--- src/rtl/bcd_countdown_timer_pkg.sv ---
// Shared definitions for the BCD countdown/up timer: FSM states, BCD limits,
// field width and the start-value sanitiser.
package timer_defs;

    localparam int unsigned FIELD_W       = 8;
    localparam logic [3:0]  BCD_MAX_DIGIT = 4'd9;
    localparam logic [3:0]  BCD_MAX_TENS  = 4'd5;

    typedef enum logic [1:0] {
        ST_IDLE   = 2'd0,
        ST_RUN    = 2'd1,
        ST_PAUSED = 2'd2,
        ST_DONE   = 2'd3
    } state_t;

    // Clamp digits above 9 to 9; lower fields also clamp their tens digit to 5.
    function automatic logic [FIELD_W-1:0] sanitise_field(
        input logic [FIELD_W-1:0] v,
        input logic               is_top
    );
        logic [3:0] ones;
        logic [3:0] tens;
        ones = (v[3:0] > BCD_MAX_DIGIT) ? BCD_MAX_DIGIT : v[3:0];
        tens = (v[7:4] > BCD_MAX_DIGIT) ? BCD_MAX_DIGIT : v[7:4];
        if (!is_top && (tens > BCD_MAX_TENS)) begin
            tens = BCD_MAX_TENS;
        end
        return {tens, ones};
    endfunction

endpackage

--- src/rtl/bcd_countdown_timer_field.sv ---
// One two-digit BCD field: loadable, counts up or down by one when enabled,
// wrapping at 59 (mod-60) or 99 (mod-100).
module bcd_field_counter
    import timer_defs::*;
(
    input  logic               i_clk,
    input  logic               i_reset,
    input  logic               i_en,
    input  logic               i_dir,
    input  logic               i_mod60,
    input  logic               i_load,
    input  logic [FIELD_W-1:0] i_load_val,
    output logic [FIELD_W-1:0] o_value,
    output logic [FIELD_W-1:0] o_next,
    output logic               o_carry,
    output logic               o_borrow,
    output logic               o_is_zero
);

    logic [FIELD_W-1:0] r_value;
    logic [FIELD_W-1:0] w_next;
    logic [3:0]         w_ones;
    logic [3:0]         w_tens;
    logic [3:0]         w_top_tens;
    logic               w_at_max;
    logic               w_at_zero;

    assign w_ones     = r_value[3:0];
    assign w_tens     = r_value[7:4];
    assign w_top_tens = i_mod60 ? BCD_MAX_TENS : BCD_MAX_DIGIT;
    assign w_at_max   = (w_tens == w_top_tens) && (w_ones == BCD_MAX_DIGIT);
    assign w_at_zero  = (r_value == '0);

    always_comb begin
        w_next = r_value;
        if (i_load) begin
            w_next = i_load_val;
        end else if (i_en) begin
            if (i_dir) begin
                if (w_at_max)                    w_next = '0;
                else if (w_ones == BCD_MAX_DIGIT) w_next = {w_tens + 4'd1, 4'd0};
                else                             w_next = {w_tens, w_ones + 4'd1};
            end else begin
                if (w_at_zero)                   w_next = {w_top_tens, BCD_MAX_DIGIT};
                else if (w_ones == 4'd0)         w_next = {w_tens - 4'd1, BCD_MAX_DIGIT};
                else                             w_next = {w_tens, w_ones - 4'd1};
            end
        end
    end

    always_ff @(posedge i_clk) begin
        if (i_reset) r_value <= '0;
        else         r_value <= w_next;
    end

    assign o_value   = r_value;
    assign o_next    = w_next;
    assign o_carry   = i_en & ~i_load & i_dir & w_at_max;
    assign o_borrow  = i_en & ~i_load & ~i_dir & w_at_zero;
    // Zero flag of the value after this cycle, so the terminal hit needs no extra tick.
    assign o_is_zero = (w_next == '0);

endmodule

--- src/rtl/bcd_countdown_timer.sv ---
// Parametrised BCD match/phase timer: chained BCD fields, pause toggle,
// and the IDLE/RUN/PAUSED/DONE control FSM.
module bcd_countdown_timer
    import timer_defs::*;
#(
    parameter int unsigned FIELDS   = 2,
    parameter logic [2:0]  STATE_ID = 3'd0
)(
    input  logic                        clk,
    input  logic                        reset,
    input  logic                        tick,
    input  logic [2:0]                  currentState,
    input  logic                        load,
    input  logic [FIELD_W*FIELDS-1:0]   initialValue,
    input  logic                        count_up,
    input  logic                        pause,
    output logic [FIELD_W*FIELDS-1:0]   digitsOut,
    output logic                        running,
    output logic                        finished,
    output logic                        expired
);

    localparam int unsigned W = FIELD_W * FIELDS;

    state_t         r_state;
    state_t         w_next_state;
    logic [W-1:0]   r_target;
    logic           r_count_up;
    logic           r_was_active;
    logic           r_pause_d;
    logic           r_pause_edge;
    logic           r_expired;

    logic           w_active;
    logic           w_load;
    logic           w_step;
    logic           w_hit;
    logic           w_start_terminal;
    logic [W-1:0]   w_san;
    logic [W-1:0]   w_load_val;
    logic [W-1:0]   w_value;
    logic [W-1:0]   w_next;
    logic [FIELDS-1:0] w_en;
    logic [FIELDS-1:0] w_carry;
    logic [FIELDS-1:0] w_borrow;
    logic [FIELDS-1:0] w_is_zero;

    assign w_active = (currentState == STATE_ID);
    assign w_load   = w_active & (load | ~r_was_active);

    always_comb begin
        w_san = '0;
        for (int unsigned i = 0; i < FIELDS; i++) begin
            w_san[i*FIELD_W +: FIELD_W] =
                sanitise_field(initialValue[i*FIELD_W +: FIELD_W], i == FIELDS - 1);
        end
    end

    assign w_load_val       = count_up ? '0 : w_san;
    // Either mode starts terminal exactly when the sanitised value is zero.
    assign w_start_terminal = (w_san == '0);

    assign w_step = w_active & ~w_load & ~r_pause_edge & tick & (r_state == ST_RUN);

    genvar g;
    generate
        for (g = 0; g < FIELDS; g++) begin : g_field
            if (g == 0) begin : g_first
                assign w_en[g] = w_step;
            end else begin : g_chain
                assign w_en[g] = w_carry[g-1] | w_borrow[g-1];
            end

            bcd_field_counter u_field (
                .i_clk      (clk),
                .i_reset    (reset),
                .i_en       (w_en[g]),
                .i_dir      (r_count_up),
                .i_mod60    (g != FIELDS - 1),
                .i_load     (w_load),
                .i_load_val (w_load_val[g*FIELD_W +: FIELD_W]),
                .o_value    (w_value[g*FIELD_W +: FIELD_W]),
                .o_next     (w_next[g*FIELD_W +: FIELD_W]),
                .o_carry    (w_carry[g]),
                .o_borrow   (w_borrow[g]),
                .o_is_zero  (w_is_zero[g])
            );
        end
    endgenerate

    assign w_hit = r_count_up ? (w_next == r_target) : (&w_is_zero);

    always_comb begin
        w_next_state = r_state;
        if (!w_active) begin
            w_next_state = ST_IDLE;
        end else if (w_load) begin
            w_next_state = w_start_terminal ? ST_DONE : ST_RUN;
        end else if (r_pause_edge && (r_state == ST_RUN)) begin
            w_next_state = ST_PAUSED;
        end else if (r_pause_edge && (r_state == ST_PAUSED)) begin
            w_next_state = ST_RUN;
        end else if (w_step && w_hit) begin
            w_next_state = ST_DONE;
        end
    end

    always_ff @(posedge clk) begin
        if (reset) begin
            r_state      <= ST_IDLE;
            r_target     <= '0;
            r_count_up   <= 1'b0;
            // Holding currentState through reset must not count as a fresh activation.
            r_was_active <= w_active;
            r_pause_d    <= 1'b0;
            r_pause_edge <= 1'b0;
            r_expired    <= 1'b0;
        end else begin
            r_state      <= w_next_state;
            r_was_active <= w_active;
            r_pause_d    <= pause;
            r_pause_edge <= pause & ~r_pause_d;
            r_expired    <= (w_next_state == ST_DONE) && ((r_state != ST_DONE) || w_load);
            if (w_load) begin
                r_target   <= w_san;
                r_count_up <= count_up;
            end
        end
    end

    assign digitsOut = w_value;
    assign running   = (r_state == ST_RUN);
    assign finished  = (r_state == ST_DONE);
    assign expired   = r_expired;

endmodule

--- config.mk ---
export PLATFORM = sky130hd
export DESIGN_NAME = bcd_countdown_timer
export DESIGN_NICKNAME = d
export VERILOG_FILES = /design/src/rtl/bcd_countdown_timer_pkg.sv /design/src/rtl/bcd_countdown_timer_field.sv /design/src/rtl/bcd_countdown_timer.sv
export SDC_FILE = /design/constraint.sdc
export NUM_CORES = 1
export LEC_CHECK = 0
export CAP_MARGIN = 15
export CORE_MARGIN = 2
export CORE_UTILIZATION = 50
export CTS_BUF_LIST = sky130_fd_sc_hd__clkbuf_8
export DETAILED_ROUTE_END_ITERATION = 10
export PLACE_DENSITY = 0.86
export SYNTH_ARGS = -nofsm -noshare
export SYNTH_HDL_FRONTEND = slang
export SYNTH_HIERARCHICAL = 1
export SYNTH_SLANG_ARGS = --single-unit
--- constraint.sdc ---
create_clock -name clk -period 6.6 [get_ports clk]
set_clock_uncertainty 0.1 [all_clocks]
set_input_delay 1.32 -clock clk [delete_from_list [all_inputs] [get_ports clk]]
set_output_delay 1.32 -clock clk [all_outputs]
set_load 0.02 [all_outputs]
==> impl_metrics.csv <==
group,metric,value,unit
pwr,seq_power_share,0.460,
worst_setup_path,regToRegEndpoint,"expired$_SDFF_PP0_",
floorplan,start_util,0.525,
clock_network,clkSinkCount,39,
detailed_routing,met1_length,3690,um
final_layout,area_growth_syn_to_layout,18.6,%
pwr,clock_power_share,0.285,
yosys,yosys_warnings,6,
detailed_routing,drc_errors,0,
pwr,power.density,148,nW/um^2
placement,port_buffers,43,
timing,worst_hold_slack,0.286,ns
final_layout,nets,493,
worst_setup_path,crit_type,"in -> reg",
floorplan,rows,28,
worst_setup_path,r2r-start,"g_field[0].u_field/o_value[0]$_SDFF_PP0_",
final_layout,antenna_cells,0,
floorplan,die_height,83.5,um
detailed_routing,route.detailed.wl_per_inst,15.6,um
pwr,p_switching,172,uW
detailed_routing,viasPerCell,6.02,
clock_network,cts_tree,"yes",
yosys,synthesis.area,3160,sq um
timing,slew_viol_final,0,
hold_path,hold_end,"r_pause_edge$_SDFF_PP0_",
clock_network,cts-resized-gates,0,
timing,hold_viol,0,
timing,tightestPinTransition,0.629,ns
worst_setup_path,cp.buffers_inverters,5,
worst_setup_path,required,6.68,ns
hold_path,hold_depth,1,
flow_run,cap_violations,0,
timing,fin_crit_sh,0.743,
clock_network,cts_hold_buffers,0,
placement,dp_hpwl,6130,um
placement,routabilityCongestion,0.901,
grt,grt_util_all_layers,0.239,
clock_network,post-cts-setup-buffers,0,
pwr,power.leakage,0.00143,uW
grt,grt_overflow,0,
floorplan,die-area,6970,sq um
run_status,outcome,"finished clean",
worst_setup_path,critPathSlowestCell,"or3_4",
timing,relSlewSlack,0.579,
worst_setup_path,reg2reg_slack,2.89,ns
timing,setup_viol,0,
worst_setup_path,cp.arrival,4.98,ns
clock_network,clkTransAtPathRegs,0.08,ns
timing,worst_slack,1.70,ns
grt,antenna_found_initial,0,
detailed_routing,wl_met3,429,um
timing,setup-tns-final,0,ns
grt,grt_max_degree,43,
worst_setup_path,worst_setup_path_end_kind,"flip-flop",
pwr,p_sw_frac,0.311,
grt,grt_pass1_vias,3002,
floorplan,pin_count,44,
floorplan,coreArea,6030,sq um
worst_setup_path,cpPeakStageDelay,0.42,ns
yosys,synth_cells,405,
timing,fmax,204,MHz
pwr,power.internal,382,uW
timing,rsz0062_at_grt,"no",
worst_setup_path,path_max_fanout,42,
clock_network,cts-root-buf,"clkbuf_8",
worst_setup_path,worstRegToRegCells,14,
clock_network,clockBufferDepth,2,
clock_network,clkLatencyLatePin,0.30,ns
detailed_routing,drt_first_iter_violations,189,
pwr,ir_drop,0.000195,V
final_layout,drive_gt1_frac,0.0684,
placement,place_ws,1.44,ns
clock_network,htreeDepth,2,
detailed_routing,dr_wl_met2,3950,um
detailed_routing,first_pass_iters,5,
worst_setup_path,crit_chain,"clkdlybuf4s50_1 > or3_4 > clkinv_4 > nand2_4 > inv_4 > inv_1 > nand2_1 > nor3_1 > or2_2 > inv_1 > nor2_1 > o21ai_0 > o21ai_0 > and3_1 > and3_1 > a21oi_1 > o221ai_1 > a2bb2oi_1 > a211oi_2",
pwr,p_comb_frac,0.255,
detailed_routing,routed_wirelength,8260,um
grt,grt_pass1_wl,14000,um
yosys,syn_avg_cell_area,7.80,sq um
floorplan,fp.dieW,83.5,um
detailed_routing,route.top_layer_used,"met4",
clock_network,cts_buffers,5,
timing,fin_crit,4.90,ns
hold_path,worstHoldPathType,"reg -> reg",
worst_setup_path,critical_path.top_delay_family,"simple AND/OR/NAND/NOR gates",
worst_setup_path,cp-start-kind,"input port",
detailed_routing,via_count,3180,
hold_path,min_from,"r_pause_d$_SDFF_PP0_",
detailed_routing,antenna_left,0,
==> through the flow <==
step | cell area, sq um | utilization | std cells | total power, uW
2_1_floorplan | 3190 | - | 414 | 349
3_5_place_dp | 3660 | 0.608 | 520 | 399
4_1_cts | 3750 | 0.622 | 528 | 557
3_3_place_gp | 3660 | 0.608 | 520 | 396
5_1_grt | 3750 | 0.622 | 528 | 585
6_report | 3750 | 0.622 | 528 | 554
==> worst max path at each step <==
stage,from,to,depth (start not counted)
3_5_place_dp,currentState[2],expired$_SDFF_PP0_,19
3_3_place_gp,currentState[2],r_state[1]$_SDFF_PP0_,19
4_1_cts,currentState[2],expired$_SDFF_PP0_,19
6_report,currentState[2],r_state[1]$_SDFF_PP0_,19
5_1_grt,currentState[2],expired$_SDFF_PP0_,18
2_1_floorplan,currentState[2],r_state[1]$_SDFF_PP0_,20
==> cells in the final DEF (no fill, tap or decap), types with 6 or more instances in the layout <==
cell             count
clkdlybuf4s50_1     43
conb_1              11
nor3_1               8
xor2_1              16
a211oi_1             9
nor2b_1             23
nor3b_1             11
o21ai_0             14
a21oi_1             20
inv_1               26
nor4_1              10
and3_1               8
o22ai_1              6
nand4_1              8
ha_1                16
nor2_1              39
nand3_1              7
nand2_1             27
nand3b_1            11
dfxtp_1             39
==> area by class of cell <==
| class | instances | area, sq um |
|---|---|---|
| fill | 553 | 2280 |
| multi-input combinational | 334 | 2230 |
| sequential | 39 | 781 |
| timing repair buffer | 45 | 445 |
| inverter | 27 | 109 |
| tap | 75 | 93.8 |
| clock buffer | 5 | 68.8 |
| clock inverter | 3 | 16.3 |
==> worst reg2reg max path: cells and delay by family, from the launching register on <==
kind                       cells  cell delay, ns
and+or+nand+nor                6            1.75
AOI/OAI and AO/OA              3            0.62
DFF                            1            0.39
buffers and inverters          3            0.34
adders and majority gates      1            0.27
xor gates and xnor gates       1            0.16
==> metal layers <==
layer  track usage  vias to the layer above
li1              -                     1564
met3        0.0336                       20
met2         0.405                      107
met4        0.0909                        0
met1         0.307                     1489
met5             0                        -
==> registers in the layout (all words and copies together) (netlist names) <==
name / cells
r_pause_d: 1
g_field.u_field/o_value: 16
r_was_active: 1
r_count_up: 1
expired: 1
r_state: 2
r_pause_edge: 1
r_target: 16
==> power groups by stage <==
stage | combinational [uW] | sequential (uW) | clock, uW
floorplan | 88.2 | 261 | 0
global placement | 136 | 260 | 0
detailed placement | 139 | 260 | 0
CTS | 139 | 255 | 163
global route | 155 | 257 | 174
finish | 141 | 255 | 158
No activity file was read; power rests on OpenSTA's default activity.
